**config.mk**
```make
export PLATFORM = sky130hd
export DESIGN_NAME = cond_issue_ctrl
export DESIGN_NICKNAME = d
export VERILOG_FILES = /design/src/rtl/cond_issue_ctrl.sv
export SDC_FILE = /design/constraint.sdc
export NUM_CORES = 1
export LEC_CHECK = 0
export BUFFER_PORTS_ARGS = -buffer_cell sky130_fd_sc_hd__buf_4
export CAP_MARGIN = 10
export CELL_PAD_IN_SITES_DETAIL_PLACEMENT = 1
export CELL_PAD_IN_SITES_GLOBAL_PLACEMENT = 1
export CORE_AREA = 2 2 128 130
export CTS_BUF_LIST = sky130_fd_sc_hd__clkbuf_8
export DETAILED_ROUTE_END_ITERATION = 6
export DIE_AREA = 0 0 130 132
export PLACE_DENSITY = 0.85
export SYNTH_ARGS = -nofsm -noshare
export SYNTH_HDL_FRONTEND = slang
export SYNTH_SLANG_ARGS = --single-unit
```
**constraint.sdc**
```tcl
create_clock -name clk -period 2.7 [get_ports clk]
set_clock_uncertainty 0.15 [all_clocks]
set_input_delay 0.54 -clock clk [delete_from_list [all_inputs] [get_ports clk]]
set_output_delay 0.54 -clock clk [all_outputs]
set_load 0.01 [all_outputs]
```
**src/rtl/cond_issue_ctrl.sv**
```systemverilog
// cond_issue_ctrl: conditional-execution sequencer holding the NZCV flags.
//   clk, rst                   : clock, synchronous active-high reset
//   req_valid/ready/op/in1/in2/cond/setflags/tag : operation request (accepted in IDLE)
//   alu_valid/op/in1/in2       : one-cycle issue to the ALU with registered operands
//   alu_done/result/flags      : ALU completion, only honoured while waiting
//   rsp_valid/ready/result/executed/error/tag : response, held until accepted
//   flags, flags_wr, flags_wdata : architectural NZCV register and its direct load
module cond_issue_ctrl #(
   parameter int DATA_W      = 32,
   parameter int OP_W        = 4,
   parameter int ALU_TIMEOUT = 16
) (
   input  logic              clk,
   input  logic              rst,
   input  logic              req_valid,
   output logic              req_ready,
   input  logic [OP_W-1:0]   req_op,
   input  logic [DATA_W-1:0] req_in1,
   input  logic [DATA_W-1:0] req_in2,
   input  logic [3:0]        req_cond,
   input  logic              req_setflags,
   input  logic [3:0]        req_tag,
   output logic              alu_valid,
   output logic [OP_W-1:0]   alu_op,
   output logic [DATA_W-1:0] alu_in1,
   output logic [DATA_W-1:0] alu_in2,
   input  logic              alu_done,
   input  logic [DATA_W-1:0] alu_result,
   input  logic [3:0]        alu_flags,
   output logic              rsp_valid,
   input  logic              rsp_ready,
   output logic [DATA_W-1:0] rsp_result,
   output logic              rsp_executed,
   output logic              rsp_error,
   output logic [3:0]        rsp_tag,
   output logic [3:0]        flags,
   input  logic              flags_wr,
   input  logic [3:0]        flags_wdata
);
   localparam int CW = $clog2(ALU_TIMEOUT);
   typedef enum logic [2:0] {IDLE, EVAL, ISSUE, WAIT, RESP} state_t;
   state_t state_q, state_d;
   logic [3:0] flags_q, flags_d, cond_q, cond_d, tag_q, tag_d;
   logic [OP_W-1:0] op_q, op_d;
   logic [DATA_W-1:0] in1_q, in1_d, in2_q, in2_d, res_q, res_d;
   logic setf_q, setf_d, exec_q, exec_d, err_q, err_d;
   logic [CW-1:0] cnt_q, cnt_d;
   logic cond_ok, cond_rsvd, fn, fz, fc, fv;
   assign {fn, fz, fc, fv} = flags_q;
   assign cond_rsvd = cond_q > 4'd8;
   always_comb begin
      case (cond_q)
         4'd0:    cond_ok = 1'b1;
         4'd1:    cond_ok = fz;
         4'd2:    cond_ok = !fz && fn == fv;
         4'd3:    cond_ok = fn != fv;
         4'd4:    cond_ok = fn == fv;
         4'd5:    cond_ok = fz || fn != fv;
         4'd6:    cond_ok = fc && !fz;
         4'd7:    cond_ok = !fc;
         4'd8:    cond_ok = fc;
         default: cond_ok = 1'b0;
      endcase
   end
   always_ff @(posedge clk) begin
      if (rst) begin
         state_q <= IDLE;
         flags_q <= '0;
         cond_q  <= '0;
         tag_q   <= '0;
         op_q    <= '0;
         in1_q   <= '0;
         in2_q   <= '0;
         res_q   <= '0;
         setf_q  <= 1'b0;
         exec_q  <= 1'b0;
         err_q   <= 1'b0;
         cnt_q   <= '0;
      end else begin
         state_q <= state_d;
         flags_q <= flags_d;
         cond_q  <= cond_d;
         tag_q   <= tag_d;
         op_q    <= op_d;
         in1_q   <= in1_d;
         in2_q   <= in2_d;
         res_q   <= res_d;
         setf_q  <= setf_d;
         exec_q  <= exec_d;
         err_q   <= err_d;
         cnt_q   <= cnt_d;
      end
   end
   // A WAIT completion with setflags overrides a simultaneous direct flag load.
   always_comb begin
      state_d = state_q;
      flags_d = flags_wr ? flags_wdata : flags_q;
      cond_d  = cond_q;
      tag_d   = tag_q;
      op_d    = op_q;
      in1_d   = in1_q;
      in2_d   = in2_q;
      res_d   = res_q;
      setf_d  = setf_q;
      exec_d  = exec_q;
      err_d   = err_q;
      cnt_d   = cnt_q;
      case (state_q)
         IDLE: if (req_valid) begin
            state_d = EVAL;
            cond_d  = req_cond;
            tag_d   = req_tag;
            op_d    = req_op;
            in1_d   = req_in1;
            in2_d   = req_in2;
            setf_d  = req_setflags;
         end
         EVAL: begin
            state_d = (cond_ok && !cond_rsvd) ? ISSUE : RESP;
            res_d   = '0;
            exec_d  = 1'b0;
            err_d   = cond_rsvd;
         end
         ISSUE: begin
            state_d = WAIT;
            cnt_d   = '0;
         end
         WAIT: if (alu_done) begin
            state_d = RESP;
            res_d   = alu_result;
            exec_d  = 1'b1;
            err_d   = 1'b0;
            flags_d = setf_q ? alu_flags : flags_d;
         end else if (cnt_q == CW'(ALU_TIMEOUT - 1)) begin
            state_d = RESP;
            res_d   = '0;
            exec_d  = 1'b0;
            err_d   = 1'b1;
         end else begin
            cnt_d   = cnt_q + 1'b1;
         end
         RESP: state_d = rsp_ready ? IDLE : RESP;
         default: state_d = IDLE;
      endcase
   end
   always_comb begin
      req_ready = state_q == IDLE && !rst;
      alu_valid = state_q == ISSUE;
      rsp_valid = state_q == RESP;
   end
   assign alu_op       = op_q;
   assign alu_in1      = in1_q;
   assign alu_in2      = in2_q;
   assign rsp_result   = res_q;
   assign rsp_executed = exec_q;
   assign rsp_error    = err_q;
   assign rsp_tag      = tag_q;
   assign flags        = flags_q;
endmodule
```
After elaboration in Yosys (flattened, before gate mapping)
Index checks and enable logic that the tools add are counted.
{ "totals": {"wordCells": 73, "output_inout_bits": 113, "in_bits": 123, "regBits": 122} }
{ "classes": {"order_cmp": 1, "add_sub_neg": 1, "reduce_logical": 17, "n_eq_ne": 19, "n_mux": 23} }
{ "op_table": {"columns": ["operator", "n"], "rows": [
  ["$mux 32", 2],
  ["$pmux 32 s2", 1],
  ["$mux 4", 6],
  ["$eq 4x3->1 const B", 4],
  ["$mux 3", 5],
  ["$pmux 3 s5", 1],
  ["$pmux 1 s9", 1],
  ["$eq 4x2->1 const B", 2],
  ["$eq 4x4->1 const B", 2],
  ["$pmux 4 s2", 1],
  ["$eq 3x2->1 const B", 2],
  ["$ne 2x2->1 const B", 3],
  ["$reduce_and 2->1", 3],
  ["$add 4x1->4 const B", 1],
  ["$eq 4x1->1 const B", 1],
  ["$gt 4x4->1 const B", 1],
  ["$logic_and 1x1->1", 4],
  ["$logic_not 1->1", 4],
  ["$logic_not 4->1", 1],
  ["$mux 1", 4],
  ["$pmux 1 s2", 2],
  ["$reduce_bool 2->1", 2],
  ["$eq 3x1->1 const B", 1],
  ["$eq 3x3->1 const B", 1],
  ["6 further kinds", 6]
]} }

Depth between registers and ports, before layout
Gate-level depths: netlist of run 1.
{ "depth": {"ltp_word": 6, "mapped_depth": 7, "depth_no_buf": 5} }

Worst setup path before layout of run 1
Ideal clock, no wire load.
{ "synth_timing": {"kind": "input to output", "start": "input rst", "end": "output req_ready", "slack_ns": 0.930, "t_arrival_ns": 1.080, "stages": 2, "t_required_ns": 2.010, "path_cell_list": "clkbuf_1 -> nor4_1"} }
{ "synth_between": {"elab_chain_cells": 2} }
{ "synth_lines": {"columns": ["element", "line", "text"], "rows": [
  ["from (decl)", "14", "input logic rst,"],
  ["$logic_not 1->1", "147", "req_ready = state_q == IDLE && !rst;"],
  ["$logic_and 1x1->1", "147", null],
  ["to (decl)", "16", "output logic req_ready,"]
]} }
No other way between the ends.

Worst setup path in the final report of run 1
{ "layout_timing": {"start": "register state_q[1]", "end": "output rsp_valid"} }
{ "layout_between": {"elab_chain_cells": 1} }
{ "layout_lines": {"columns": ["element", "line", "text"], "rows": [
  ["from (decl)", "42", "state_t state_q, state_d;"],
  ["from (signal assigned)", "80", "state_q <= state_d;"],
  ["$eq 3x3->1", "149", "rsp_valid = state_q == RESP;"],
  ["to (decl)", "30", "output logic rsp_valid,"]
]} }
No other way between the ends.

==> results of run 1 <==
[power groups by stage]
stage          Combinational (mW)  Clock [mW]  Sequential (mW)
5_1_grt                      1.04        1.89             2.06
3_3_place_gp                0.940           0             2.08
4_1_cts                     0.963        1.82             2.05
6_report                    0.940        1.75             2.04
2_1_floorplan               0.483           0             2.11
3_5_place_dp                0.958           0             2.09
[per-stage QoR]
step	setup slack, ns	instance area, um2	hold WS, ns	utilization (%)	std cells
floorplan	0.930	4690	0.299	-	535
global placement	0.727	6560	0.292	41.7	950
detailed placement	0.606	6560	0.298	41.7	950
CTS	0.334	6980	0.160	44.4	982
global route	0.167	6980	0.159	44.4	982
finish	0.368	6980	0.194	44.4	982
[final cells by class]
class	count	area, um2
fillers	1881	8730
flip-flops and latches	122	2440
clock inverters	13	168
multi-input cells	365	1980
clock buffers	19	262
repair buffers	242	1840
well taps	216	270
inverters	5	18.8
[cells by family after synthesis]
family | after synthesis | synth area share [%]
AND/OR/NAND/NOR | 220 | 18.8
AO/OA/AOI/OAI | 134 | 21.1
flip-flops | 122 | 52.1
buffers and inverters | 48 | 5.71
multiplexers | 6 | 1.28
XOR/XNOR | 4 | 0.748
adder cells (fa/ha/maj) | 1 | 0.267
[critical path: cells and delay by family (launching register included)]
| family | cells | cell delay (ns) |
|---|---|---|
| DFF | 1 | 0.58 |
| buffers and inverters | 2 | 0.38 |
| and+or+nand+nor | 1 | 0.25 |
[layer usage]
metal | wire length, um | global-route usage, % | vias up
met3 | 1570 | 8.77 | 12
met2 | 7580 | 30.9 | 181
met5 | 0 | 0 | -
met1 | 6130 | 19.4 | 2170
li1 | - | - | 2230
met4 | 204 | 5.32 | 0
[flip-flops by register name, indices dropped and copies added, names as in the netlist]
signal        flops
alu_in1          32
alu_in2          32
alu_op            4
cnt_q             4
cond_q            4
flags             4
rsp_error         1
rsp_executed      1
rsp_result       32
rsp_tag           4
setf_q            1
state_q           3
[how the worst max path moves through the flow]
stage / slack, ns / cells after the start / from / endpoint
6_report: 0.37 / 3 / state_q[1] / rsp_valid
5_1_grt: 0.17 / 3 / state_q[1] / alu_valid
4_1_cts: 0.33 / 3 / state_q[1] / alu_valid
3_3_place_gp: 0.73 / 6 / alu_done / rsp_result[9]
3_5_place_dp: 0.61 / 6 / alu_done / rsp_result[3]
2_1_floorplan: 0.93 / 2 / rst / req_ready
[cell usage after synthesis]
| library cell | n | share of area [%] |
|---|---|---|
| sky130_fd_sc_hd__o31ai_1 | 1 | 0.16 |
| sky130_fd_sc_hd__nand2_1 | 156 | 12 |
| sky130_fd_sc_hd__and3_1 | 2 | 0.27 |
| sky130_fd_sc_hd__a22oi_1 | 2 | 0.32 |
| sky130_fd_sc_hd__dfxtp_1 | 122 | 52 |
| sky130_fd_sc_hd__buf_1 | 4 | 0.32 |
| sky130_fd_sc_hd__nand4_1 | 1 | 0.13 |
| sky130_fd_sc_hd__nor3_2 | 1 | 0.21 |
| sky130_fd_sc_hd__nor4b_1 | 1 | 0.19 |
| sky130_fd_sc_hd__o32ai_1 | 1 | 0.19 |
| sky130_fd_sc_hd__mux2i_1 | 6 | 1.3 |
| sky130_fd_sc_hd__nor3_1 | 3 | 0.32 |
| sky130_fd_sc_hd__nor2_1 | 46 | 3.7 |
| sky130_fd_sc_hd__inv_1 | 5 | 0.40 |
| sky130_fd_sc_hd__ha_1 | 1 | 0.27 |
| sky130_fd_sc_hd__o21ai_0 | 4 | 0.43 |
| sky130_fd_sc_hd__nor4_1 | 1 | 0.13 |
| sky130_fd_sc_hd__a211oi_1 | 6 | 0.96 |
| sky130_fd_sc_hd__buf_6 | 2 | 0.48 |
| sky130_fd_sc_hd__nand2_2 | 1 | 0.13 |
| sky130_fd_sc_hd__o211ai_1 | 1 | 0.16 |
| sky130_fd_sc_hd__a31o_2 | 1 | 0.19 |
| sky130_fd_sc_hd__o31a_1 | 1 | 0.19 |
| sky130_fd_sc_hd__and3b_1 | 1 | 0.19 |
| sky130_fd_sc_hd__a211o_1 | 1 | 0.19 |
| sky130_fd_sc_hd__and2_1 | 1 | 0.13 |
| sky130_fd_sc_hd__nor4bb_1 | 1 | 0.21 |
| sky130_fd_sc_hd__and4b_1 | 1 | 0.21 |
| sky130_fd_sc_hd__a2111oi_4 | 2 | 1.2 |
| sky130_fd_sc_hd__o21a_1 | 1 | 0.16 |
| sky130_fd_sc_hd__clkbuf_1 | 15 | 1.2 |
| sky130_fd_sc_hd__or2_2 | 1 | 0.13 |
| sky130_fd_sc_hd__buf_8 | 3 | 0.96 |
| sky130_fd_sc_hd__a21oi_1 | 81 | 8.7 |
| sky130_fd_sc_hd__buf_2 | 13 | 1.4 |
| sky130_fd_sc_hd__xnor2_1 | 4 | 0.75 |
| sky130_fd_sc_hd__nand3_1 | 3 | 0.32 |
| sky130_fd_sc_hd__buf_4 | 6 | 0.96 |
| sky130_fd_sc_hd__o2111ai_1 | 1 | 0.19 |
| sky130_fd_sc_hd__a31oi_1 | 1 | 0.13 |
| sky130_fd_sc_hd__a22oi_2 | 30 | 8.0 |
==> run summary, run 1 <==
Switching power summed over all nets -> 1.40 mW
Post-CTS Hold Fix Bufs -> 0
Hold Startpoint -> alu_result[15]
Total Die Area -> 0.0172 mm2
TritonCTS clock tree -> done
Library cell contributing the largest single delay on the critical path -> sky130_fd_sc_hd__dfxtp_1
Synthesized instance count -> 535
Largest net degree at the start of global routing -> 94
Logic depth of the worst register-to-register path -> 6
Via count of the first global-routing pass -> 4810
Number of clock sinks seen by CTS -> 122
CTS H-tree depth -> 4
Count of distinct cell types in the synthesized netlist -> 41
Post-DP HPWL -> 11000 um
Type of destination of the critical path -> primary output
Final period demand of the worst path -> 2.33 ns
Layout-stage area growth over the synthesis result -> 49.1%
Share of power burned in the clock network -> 37.0%
Critical path startpoint category -> register
Final-layout setup total negative slack -> 0 ns
GP Congestion -> 0.752
Total core area -> 0.0157 mm2
Maximum VDD drop -> 0.000440 V
Hold crit path type -> input pin to register
Max stage delay on crit path -> 0.58 ns
N_diodes -> 0
List of cells traversed by the critical path -> inv_1, and3_1, buf_4
Worst min-delay path endpoint -> rsp_result[15]
Number of port buffers -> 235
Worst endpoint required time -> 2.01 ns
Sw Share -> 29.5%
Die Y -> 132 um
Clock latency reported for the late side of the worst-skew pair -> 0.43 ns
Initial DRT Pass Iterations -> 4
Result of the run -> finished clean
Sum of routed wire length over all layers -> 15500 um
Depth of the worst hold-timing path -> 3
Endpoint arrival time on the critical path -> 1.64 ns
Std-Cell Rows -> 46
Initial Util -> 29.8%
Power density normalized to cell area -> 678 mW/mm2
Count of yosys warnings during synthesis -> 0
Number of hold violations in the final report -> 0
Initial antenna violation count -> 0
Average vias per placed instance -> 4.68
Design Power -> 4.74 mW
Net count after synthesis -> 659
Ratio of cells with drive above 1 in the final layout -> 41.0%
#FFs+latches synth -> 122
Clock root cell -> sky130_fd_sc_hd__clkbuf_8
Number of buffers between clock root and the deepest sink -> 2
Overflow left after global routing -> 0
Residual antenna-violating net count after detailed routing -> 0
Sequential element share of the synthesized area -> 52.1%
Clock slew seen by the registers of the worst setup and hold paths -> 0.08 ns
Num ports -> 236
Resize count post-CTS -> 0
Number of max-slew violations in the final report -> 0
Worst reg2reg path startpoint -> cnt_q[0]
Netlist area before placement -> 0.00469 mm2
Wire length per cell after detailed routing -> 15.8 um
Unrepaired setup endpoints after global routing -> no
# DRC -> 0
R2r setup slk -> 0.72 ns
Critical path class -> register to primary output
Critical path peak fanout -> 12
Worst-case headroom to the max-slew limit -> 59.5%
FMAX -> 429 MHz
Global-route wire length before repair -> 24200 um
Leading cell type in the layout, fill and taps excluded -> sky130_fd_sc_hd__buf_4
Setup bufs post-CTS -> 0
Number of nets in the layout -> 877
GR Util All Layers -> 18.0%
Proportion of power drawn by flip-flops and latches -> 43.2%
Slew @ Worst Pin -> 0.607 ns
X dimension of the die -> 130 um
Total vias in the final route -> 4593
Internal power component -> 3.34 mW
Terminus of the critical flop-to-flop path -> rsp_result[3]
LEAKAGE -> 3.00 nW
Initial DRC count -> 119
Share of the clock period used by the worst path -> 86.4%
Mean instance size in the synthesized netlist -> 8.76 um2
Top library cells by usage in the layout, fill and taps aside -> sky130_fd_sc_hd__buf_4, sky130_fd_sc_hd__nand2_1, sky130_fd_sc_hd__dfxtp_1
Proportion of power drawn by combinational gates -> 19.8%
TritonCTS buffer count -> 17
Final setup violation count -> 0
Max-capacitance violation count -> 0
(Power assumes the default switching activity.)
==> run 2, diff against run 1 <==
- ABC_AREA: default -> 1
- CORE_AREA: 2 2 128 130 -> 2 2 130 132
- DIE_AREA: 0 0 130 132 -> 0 0 132 134
==> run summary, run 2 <==
Sequential element share of the synthesized area -> 50.9% (was 52.1%)
Design Power -> 5.06 mW (was 4.74 mW)
Final-layout setup total negative slack -> 0 ns (unchanged)
Post-CTS Hold Fix Bufs -> 0 (unchanged)
Synth area leader -> sky130_fd_sc_hd__dfxtp_1 (unchanged)
Number of buffers and inverters on the critical path -> 1 (was 2)
Switching power summed over all nets -> 1.60 mW (was 1.40 mW)
Dominant cell by count in the synthesized netlist -> sky130_fd_sc_hd__dfxtp_1 (was sky130_fd_sc_hd__nand2_1)
Netlist area before placement -> 0.00480 mm2 (was 0.00469 mm2)
Number of clock sinks seen by CTS -> 122 (unchanged)
Clock root cell -> sky130_fd_sc_hd__clkbuf_8 (unchanged)
Sw Share -> 31.6% (was 29.5%)
Type of destination of the critical path -> primary output (unchanged)
Hold crit path type -> input pin to register (unchanged)
Ratio of cells with drive above 1 in the final layout -> 41.8% (was 41.0%)
Final setup violation count -> 0 (unchanged)
Worst endpoint required time -> 2.01 ns (about the same)
Resize count post-CTS -> 0 (unchanged)
Number of nets in the layout -> 943 (was 877)
Post-DP HPWL -> 11400 um (was 11000 um)
Slew @ Worst Pin -> 0.530 ns (was 0.607 ns)
Clock slew seen by the registers of the worst setup and hold paths -> 0.07 ns (was 0.08 ns)
LEAKAGE -> 3.13 nW (was 3.00 nW)
Power density normalized to cell area -> 707 mW/mm2 (was 678 mW/mm2)
Max stage delay on crit path -> 0.38 ns (was 0.58 ns)
FMAX -> 474 MHz (was 429 MHz)
Synth top area cells -> sky130_fd_sc_hd__dfxtp_1, sky130_fd_sc_hd__o21ai_0, sky130_fd_sc_hd__a21oi_1, sky130_fd_sc_hd__inv_1, sky130_fd_sc_hd__a21oi_2 (was sky130_fd_sc_hd__dfxtp_1, sky130_fd_sc_hd__nand2_1, sky130_fd_sc_hd__a21oi_1, sky130_fd_sc_hd__a22oi_2, sky130_fd_sc_hd__nor2_1)
Count of yosys warnings during synthesis -> 0 (unchanged)
Total core area -> 0.0163 mm2 (was 0.0157 mm2)
N_diodes -> 0 (unchanged)
Initial Util -> 29.5% (was 29.8%)
Xor and xnor fraction of the mapped netlist area -> 0% (was 0.748%)
Initial DRC count -> 150 (was 119)
Maximum VDD drop -> 0.000348 V (was 0.000440 V)
Most common library cells after synthesis -> sky130_fd_sc_hd__dfxtp_1, sky130_fd_sc_hd__inv_1, sky130_fd_sc_hd__o21ai_0 (was sky130_fd_sc_hd__nand2_1, sky130_fd_sc_hd__dfxtp_1, sky130_fd_sc_hd__a21oi_1)
Multiplexer share of the synthesized area -> 0.235% (was 1.28%)
Area post-placement -> 0.00676 mm2 (was 0.00656 mm2)
Overflow left after global routing -> 0 (unchanged)
Worst-case headroom to the max-slew limit -> 64.6% (was 59.5%)
Critical path class -> register to primary output (unchanged)
Leading cell type in the layout, fill and taps excluded -> sky130_fd_sc_hd__buf_4 (unchanged)
CTS H-tree depth -> 4 (unchanged)
Mean instance size in the synthesized netlist -> 8.09 um2 (was 8.76 um2)
Synthesized instance count -> 593 (was 535)
Post-synthesis compound-gate area fraction -> 24.6% (was 21.1%)
#FFs+latches synth -> 122 (unchanged)
Number of max-slew violations in the final report -> 0 (unchanged)
X dimension of the die -> 132 um (was 130 um)
Std-Cell Rows -> 47 (was 46)
Combinational family with the most area after synthesis -> compound AO/OA/AOI/OAI gates (unchanged)
Net count after synthesis -> 717 (was 659)
Cell family with the largest share of critical-path delay -> simple AND/OR/NAND/NOR gates (was flip-flops)
Number of hold violations in the final report -> 0 (unchanged)
List of cells traversed by the critical path -> nor2_2, nand2_1, nor2_1, buf_4 (was inv_1, and3_1, buf_4)
Unrepaired setup endpoints after global routing -> no (unchanged)
Num ports -> 236 (unchanged)
Critical path startpoint category -> register (unchanged)
Wire length per cell after detailed routing -> 14.5 um (was 15.8 um)
Logic depth of the worst register-to-register path -> 7 (was 6)
TritonCTS buffer count -> 17 (unchanged)
GR Util All Layers -> 17.3% (was 18.0%)
Cell Count, Final, Fillers Out -> 1052 (was 982)
Ys flop type -> sky130_fd_sc_hd__dfxtp_1 (unchanged)
Global-route wire length before repair -> 24300 um (was 24200 um)
Max-capacitance violation count -> 0 (unchanged)
Area share of the leading cell type in the synthesized netlist -> 50.9% (was 52.1%)
TritonCTS clock tree -> done (unchanged)
Crit path depth -> 4 (was 3)
Top library cells by usage in the layout, fill and taps aside -> sky130_fd_sc_hd__buf_4, sky130_fd_sc_hd__dfxtp_1, sky130_fd_sc_hd__inv_1 (was sky130_fd_sc_hd__buf_4, sky130_fd_sc_hd__nand2_1, sky130_fd_sc_hd__dfxtp_1)
Average vias per placed instance -> 4.51 (was 4.68)
Number of instances in the placed design -> 1020 (was 950)
Post-synth EDFFs -> 0 (unchanged)
Residual antenna-violating net count after detailed routing -> 0 (unchanged)
Proportion of power drawn by combinational gates -> 24.9% (was 19.8%)
Die Y -> 134 um (was 132 um)
Via count of the first global-routing pass -> 4928 (was 4810)
Critical path peak fanout -> 5 (was 12)
Count of distinct cell types in the synthesized netlist -> 30 (was 41)
Final period demand of the worst path -> 2.11 ns (was 2.33 ns)
Total vias in the final route -> 4743 (was 4593)
GP Congestion -> 0.758 (was 0.752)
Non-Filler Cell Area, Final -> 0.00715 mm2 (was 0.00698 mm2)
Synth Area in Simple Gates -> 12.5% (was 18.8%)
Initial DRT Pass Iterations -> 4 (unchanged)
Total Die Area -> 0.0177 mm2 (was 0.0172 mm2)
Layout-stage area growth over the synthesis result -> 49.1% (about the same)
# DRC -> 0 (unchanged)
Number of port buffers -> 235 (unchanged)
Endpoint arrival time on the critical path -> 1.42 ns (was 1.64 ns)
Post-synthesis async set-or-reset flop share -> 0% (unchanged)
Share of the clock period used by the worst path -> 78.2% (was 86.4%)
Library cell contributing the largest single delay on the critical path -> sky130_fd_sc_hd__dfxtp_1 (unchanged)
Proportion of power drawn by flip-flops and latches -> 42.9% (was 43.2%)
Internal power component -> 3.46 mW (was 3.34 mW)
Result of the run -> finished clean (unchanged)
Sum of routed wire length over all layers -> 15200 um (was 15500 um)
Setup bufs post-CTS -> 0 (unchanged)
Initial antenna violation count -> 0 (unchanged)
Depth of the worst hold-timing path -> 3 (unchanged)
Clock latency reported for the late side of the worst-skew pair -> 0.42 ns (was 0.43 ns)
Largest net degree at the start of global routing -> 64 (was 94)
Area share of fa/ha/maj cells after synthesis -> 0.261% (was 0.267%)
Share of power burned in the clock network -> 32.2% (was 37.0%)
Number of buffers between clock root and the deepest sink -> 2 (unchanged)
==> run 2: cell count changes in the layout (fill, tap and decap cells not counted), moves of 6 or more <==
cell and change:
sky130_fd_sc_hd__nand2_1 -95, sky130_fd_sc_hd__inv_1 +87, sky130_fd_sc_hd__o21ai_0 +84, sky130_fd_sc_hd__a21oi_2 +30
sky130_fd_sc_hd__a22oi_2 -30, sky130_fd_sc_hd__nand2_2 +29, sky130_fd_sc_hd__nor2_1 -28, sky130_fd_sc_hd__a211oi_1 -6
sky130_fd_sc_hd__mux2i_1 -6
==> run 2: cell families after synthesis <==
family	Yosys count
buffers and inverters	133
flip-flops	122
AO/OA/AOI/OAI	210
adder cells (fa/ha/maj)	1
multiplexers	1
AND/OR/NAND/NOR	126
==> run 2: metal layers <==
layer / global-route usage (%) / wire [um]
met1: 17.6 / 5700
met5: 0 / 0
met3: 5.90 / 958
met4: 9.36 / 706
met2: 31.1 / 7840
==> run 2: final cells by class <==
class                   count  area, um2
flip-flops and latches    122       2440
well taps                 220        275
inverters                  98        369
repair buffers            242       1850
multi-input cells         338       1820
clock buffers              18        248
fillers                  2008       9140
clock inverters            14        150
==> run 2: worst register-to-register path, cell delays in order, from the launching register on <==
cell,delay [ns]
sky130_fd_sc_hd__dfxtp_1,0.45
sky130_fd_sc_hd__inv_2,0.11
sky130_fd_sc_hd__nor3_4,0.26
sky130_fd_sc_hd__nand2_4,0.14
sky130_fd_sc_hd__clkinv_2,0.06
sky130_fd_sc_hd__buf_4,0.43
sky130_fd_sc_hd__nand2_1,0.15
sky130_fd_sc_hd__a21oi_1,0.20
==> run 2: power groups by stage <==
stage	Sequential, mW	Combinational, mW	Clock, mW
floorplan	2.30	0.541	0
global placement	2.20	1.25	0
detailed placement	2.21	1.28	0
CTS	2.17	1.28	1.69
global route	2.20	1.41	1.77
finish	2.17	1.26	1.63
==> run 2: worst paths after layout <==
kind | start | endpoint | slack [ns]
max | state_q[2] | req_ready | 0.59
min | alu_flags[3] | flags[3] | 0.19
max reg2reg | state_q[1] | rsp_result[26] | 0.70
min reg2reg | alu_in1[2] | alu_in1[2] | 0.29
==> run 2: metrics by stage <==
step | hold slack (ns) | util (%) | worst slack (ns)
after floorplan | 0.295 | - | 0.717
after global placement | 0.281 | 41.5 | 0.804
after detailed placement | 0.285 | 41.5 | 0.674
after CTS | 0.168 | 43.9 | 0.548
after global routing | 0.172 | 43.9 | 0.388
final | 0.193 | 43.9 | 0.590
==> run 3, diff against run 2 <==
- PLACE_DENSITY: 0.85 -> 0.87
- clock period: 2.7 -> 1.9 ns (I/O delays scaled with it)
==> run summary, run 3 (synthesized netlist as in run 2, its figures left out) <==
Result of the run -> finished clean (unchanged)
Proportion of power drawn by flip-flops and latches -> 40.5% (was 42.9%)
Endpoint arrival time on the critical path -> 1.33 ns (was 1.42 ns)
Type of destination of the critical path -> primary output (unchanged)
Crit path top cell by count -> sky130_fd_sc_hd__buf_4
Average vias per placed instance -> 4.42 (was 4.51)
Worst endpoint required time -> 1.37 ns (was 2.01 ns)
CTS H-tree depth -> 4 (unchanged)
Overflow left after global routing -> 0 (unchanged)
Slew @ Worst Pin -> 0.491 ns (was 0.530 ns)
X dimension of the die -> 132 um (unchanged)
Initial DRT Pass Iterations -> 4 (unchanged)
Residual antenna-violating net count after detailed routing -> 0 (unchanged)
Std-Cell Rows -> 47 (unchanged)
Final-layout setup total negative slack -> 0 ns (unchanged)
N_diodes -> 0 (unchanged)
Initial antenna violation count -> 0 (unchanged)
Sum of routed wire length over all layers -> 15300 um (was 15200 um)
Total vias in the final route -> 4669 (was 4743)
# DRC -> 0 (unchanged)
Num ports -> 236 (unchanged)
GP Congestion -> 0.780 (was 0.758)
Die Y -> 134 um (unchanged)
Critical path startpoint category -> input pin (was register)
GR Util All Layers -> 17.5% (was 17.3%)
Number of hold violations in the final report -> 0 (unchanged)
Max-capacitance violation count -> 0 (unchanged)
Number of fillers in the final layout -> 2003 (was 2008)
Internal power component -> 5.39 mW (was 3.46 mW)
Sw Share -> 29.4% (was 31.6%)
Proportion of power drawn by combinational gates -> 23.9% (was 24.9%)
FMAX -> 538 MHz
Maximum VDD drop -> 0.000532 V (was 0.000348 V)
Number of clock sinks seen by CTS -> 122 (unchanged)
Clock slew seen by the registers of the worst setup and hold paths -> 0.07 ns (about the same)
Sequential cell area -> 0.00244 mm2 (about the same)
Final setup violation count -> 0 (unchanged)
Largest net degree at the start of global routing -> 86 (was 64)
Clock latency reported for the late side of the worst-skew pair -> 0.43 ns (was 0.42 ns)
Global-route wire length before repair -> 24600 um (was 24300 um)
Number of port buffers -> 235 (unchanged)
Switching power summed over all nets -> 2.25 mW (was 1.60 mW)
Cell Count, Final, Fillers Out -> 1056 (was 1052)
Leading cell type in the layout, fill and taps excluded -> sky130_fd_sc_hd__buf_4 (unchanged)
PnR worst setup slack -> 0.0401 ns (was 0.590 ns)
Via count of the first global-routing pass -> 4943 (was 4928)
Hold crit path type -> input pin to register (unchanged)
Clock root cell -> sky130_fd_sc_hd__clkbuf_8 (unchanged)
Critical path class -> input pin to primary output (was register to primary output)
Library cell contributing the largest single delay on the critical path -> sky130_fd_sc_hd__dlygate4sd3_1 (was sky130_fd_sc_hd__dfxtp_1)
Number of instances in the placed design -> 1021 (was 1020)
Share of the clock period used by the worst path -> 97.9%
Total Die Area -> 0.0177 mm2 (unchanged)
Setup Slack @ Placement -> 0.0376 ns (was 0.674 ns)
Multi-input combinational cell area -> 0.00183 mm2 (was 0.00182 mm2)
Worst-case headroom to the max-slew limit -> 67.3% (was 64.6%)
Layout-stage area growth over the synthesis result -> 51.9% (was 49.1%)
Critical path peak fanout -> 8 (was 5)
Max stage delay on crit path -> 0.54 ns (was 0.38 ns)
Tightest hold margin -> 0.0357 ns (was 0.193 ns)
Initial DRC count -> 160 (was 150)
Initial Util -> 29.5% (unchanged)
Top library cells by usage in the layout, fill and taps aside -> sky130_fd_sc_hd__buf_4, sky130_fd_sc_hd__dfxtp_1, sky130_fd_sc_hd__inv_1 (unchanged)
Share of power burned in the clock network -> 35.7% (was 32.2%)
Ratio of cells with drive above 1 in the final layout -> 42.5% (was 41.8%)
Wire length per cell after detailed routing -> 14.5 um (about the same)
Total core area -> 0.0163 mm2 (unchanged)
TritonCTS clock tree -> done (unchanged)
List of cells traversed by the critical path -> dlygate4sd3_1, buf_4, nor2_1, buf_4 (was nor2_2, nand2_1, nor2_1, buf_4)
Power density normalized to cell area -> 1050 mW/mm2 (was 707 mW/mm2)
Final period demand of the worst path -> 1.86 ns
Number of max-slew violations in the final report -> 0 (unchanged)
Final design utilization -> 44.7% (was 43.9%)
TritonCTS buffer count -> 17 (unchanged)
LEAKAGE -> 3.21 nW (was 3.13 nW)
Number of buffers between clock root and the deepest sink -> 2 (unchanged)
Number of nets in the layout -> 947 (was 943)
Post-DP HPWL -> 11200 um (was 11400 um)
==> run 3: cell count changes in the layout (fill, tap and decap cells not counted), moves of 2 or more <==
cell                         previous run  this run
sky130_fd_sc_hd__clkinvlp_4             6         2
sky130_fd_sc_hd__bufinv_16              2         5
sky130_fd_sc_hd__clkinv_4               4         1
sky130_fd_sc_hd__buf_4                239       241
sky130_fd_sc_hd__clkbuf_8              18        20
sky130_fd_sc_hd__clkinv_2               3         5
sky130_fd_sc_hd__dfxtp_1              122       120
sky130_fd_sc_hd__dfxtp_2                0         2
==> run 3: layer usage <==
| layer | vias up | track usage [%] | part of all wire, % |
|---|---|---|---|
| met5 | - | 0 | 0 |
| met4 | 0 | 6.64 | 2.5 |
| met3 | 23 | 6.73 | 6.4 |
| met2 | 136 | 31.2 | 52 |
| met1 | 2146 | 18.7 | 39 |
| li1 | 2364 | - | - |
==> run 3: per-stage QoR <==
step / total power [mW] / area (um2)
after global placement: 4.90 / 6780
final: 7.64 / 7290
after CTS: 7.74 / 7250
after detailed placement: 4.97 / 6780
after global routing: 8.10 / 7290
after floorplan: 4.03 / 4800
==> run 3: cell type report <==
| cell class | instances | share of cell area (%) |
|---|---|---|
| sequential | 122 | 33.5 |
| timing repair buffer | 246 | 26.1 |
| multi-input combinational | 338 | 25.0 |
| inverter | 98 | 5.13 |
| clock buffer | 20 | 3.78 |
| tap | 220 | 3.78 |
| clock inverter | 12 | 2.66 |
==> run 3: final timing paths <==
check / to / start / cells after the start / slack, ns
min: flags[3] / alu_flags[3] / 3 / 0.04
max reg2reg: rsp_result[13] / state_q[1] / 7 / 0.17
max: req_ready / rst / 4 / 0.04
min reg2reg: alu_in1[9] / alu_in1[9] / 2 / 0.29
==> run 3: timing repair <==
action,CTS,global route
hold endpoints to repair,0,1
setup endpoints to repair,3,4
setup buffers,0,2
hold buffers,0,1
gates resized for setup,3,4
pin swaps,0,2
==> run 3: power groups by stage <==
stage	Clock [mW]	Combinational, mW	Sequential, mW
floorplan	0	0.769	3.26
global placement	0	1.78	3.12
detailed placement	0	1.83	3.14
CTS	2.80	1.84	3.09
global route	2.92	2.04	3.14
finish	2.73	1.82	3.09
==> run 3: critical path: cells and delay by family <==
kind,cells,cell delay [ns]
buffers and inverters,3,0.84
and+or+nand+nor,1,0.11
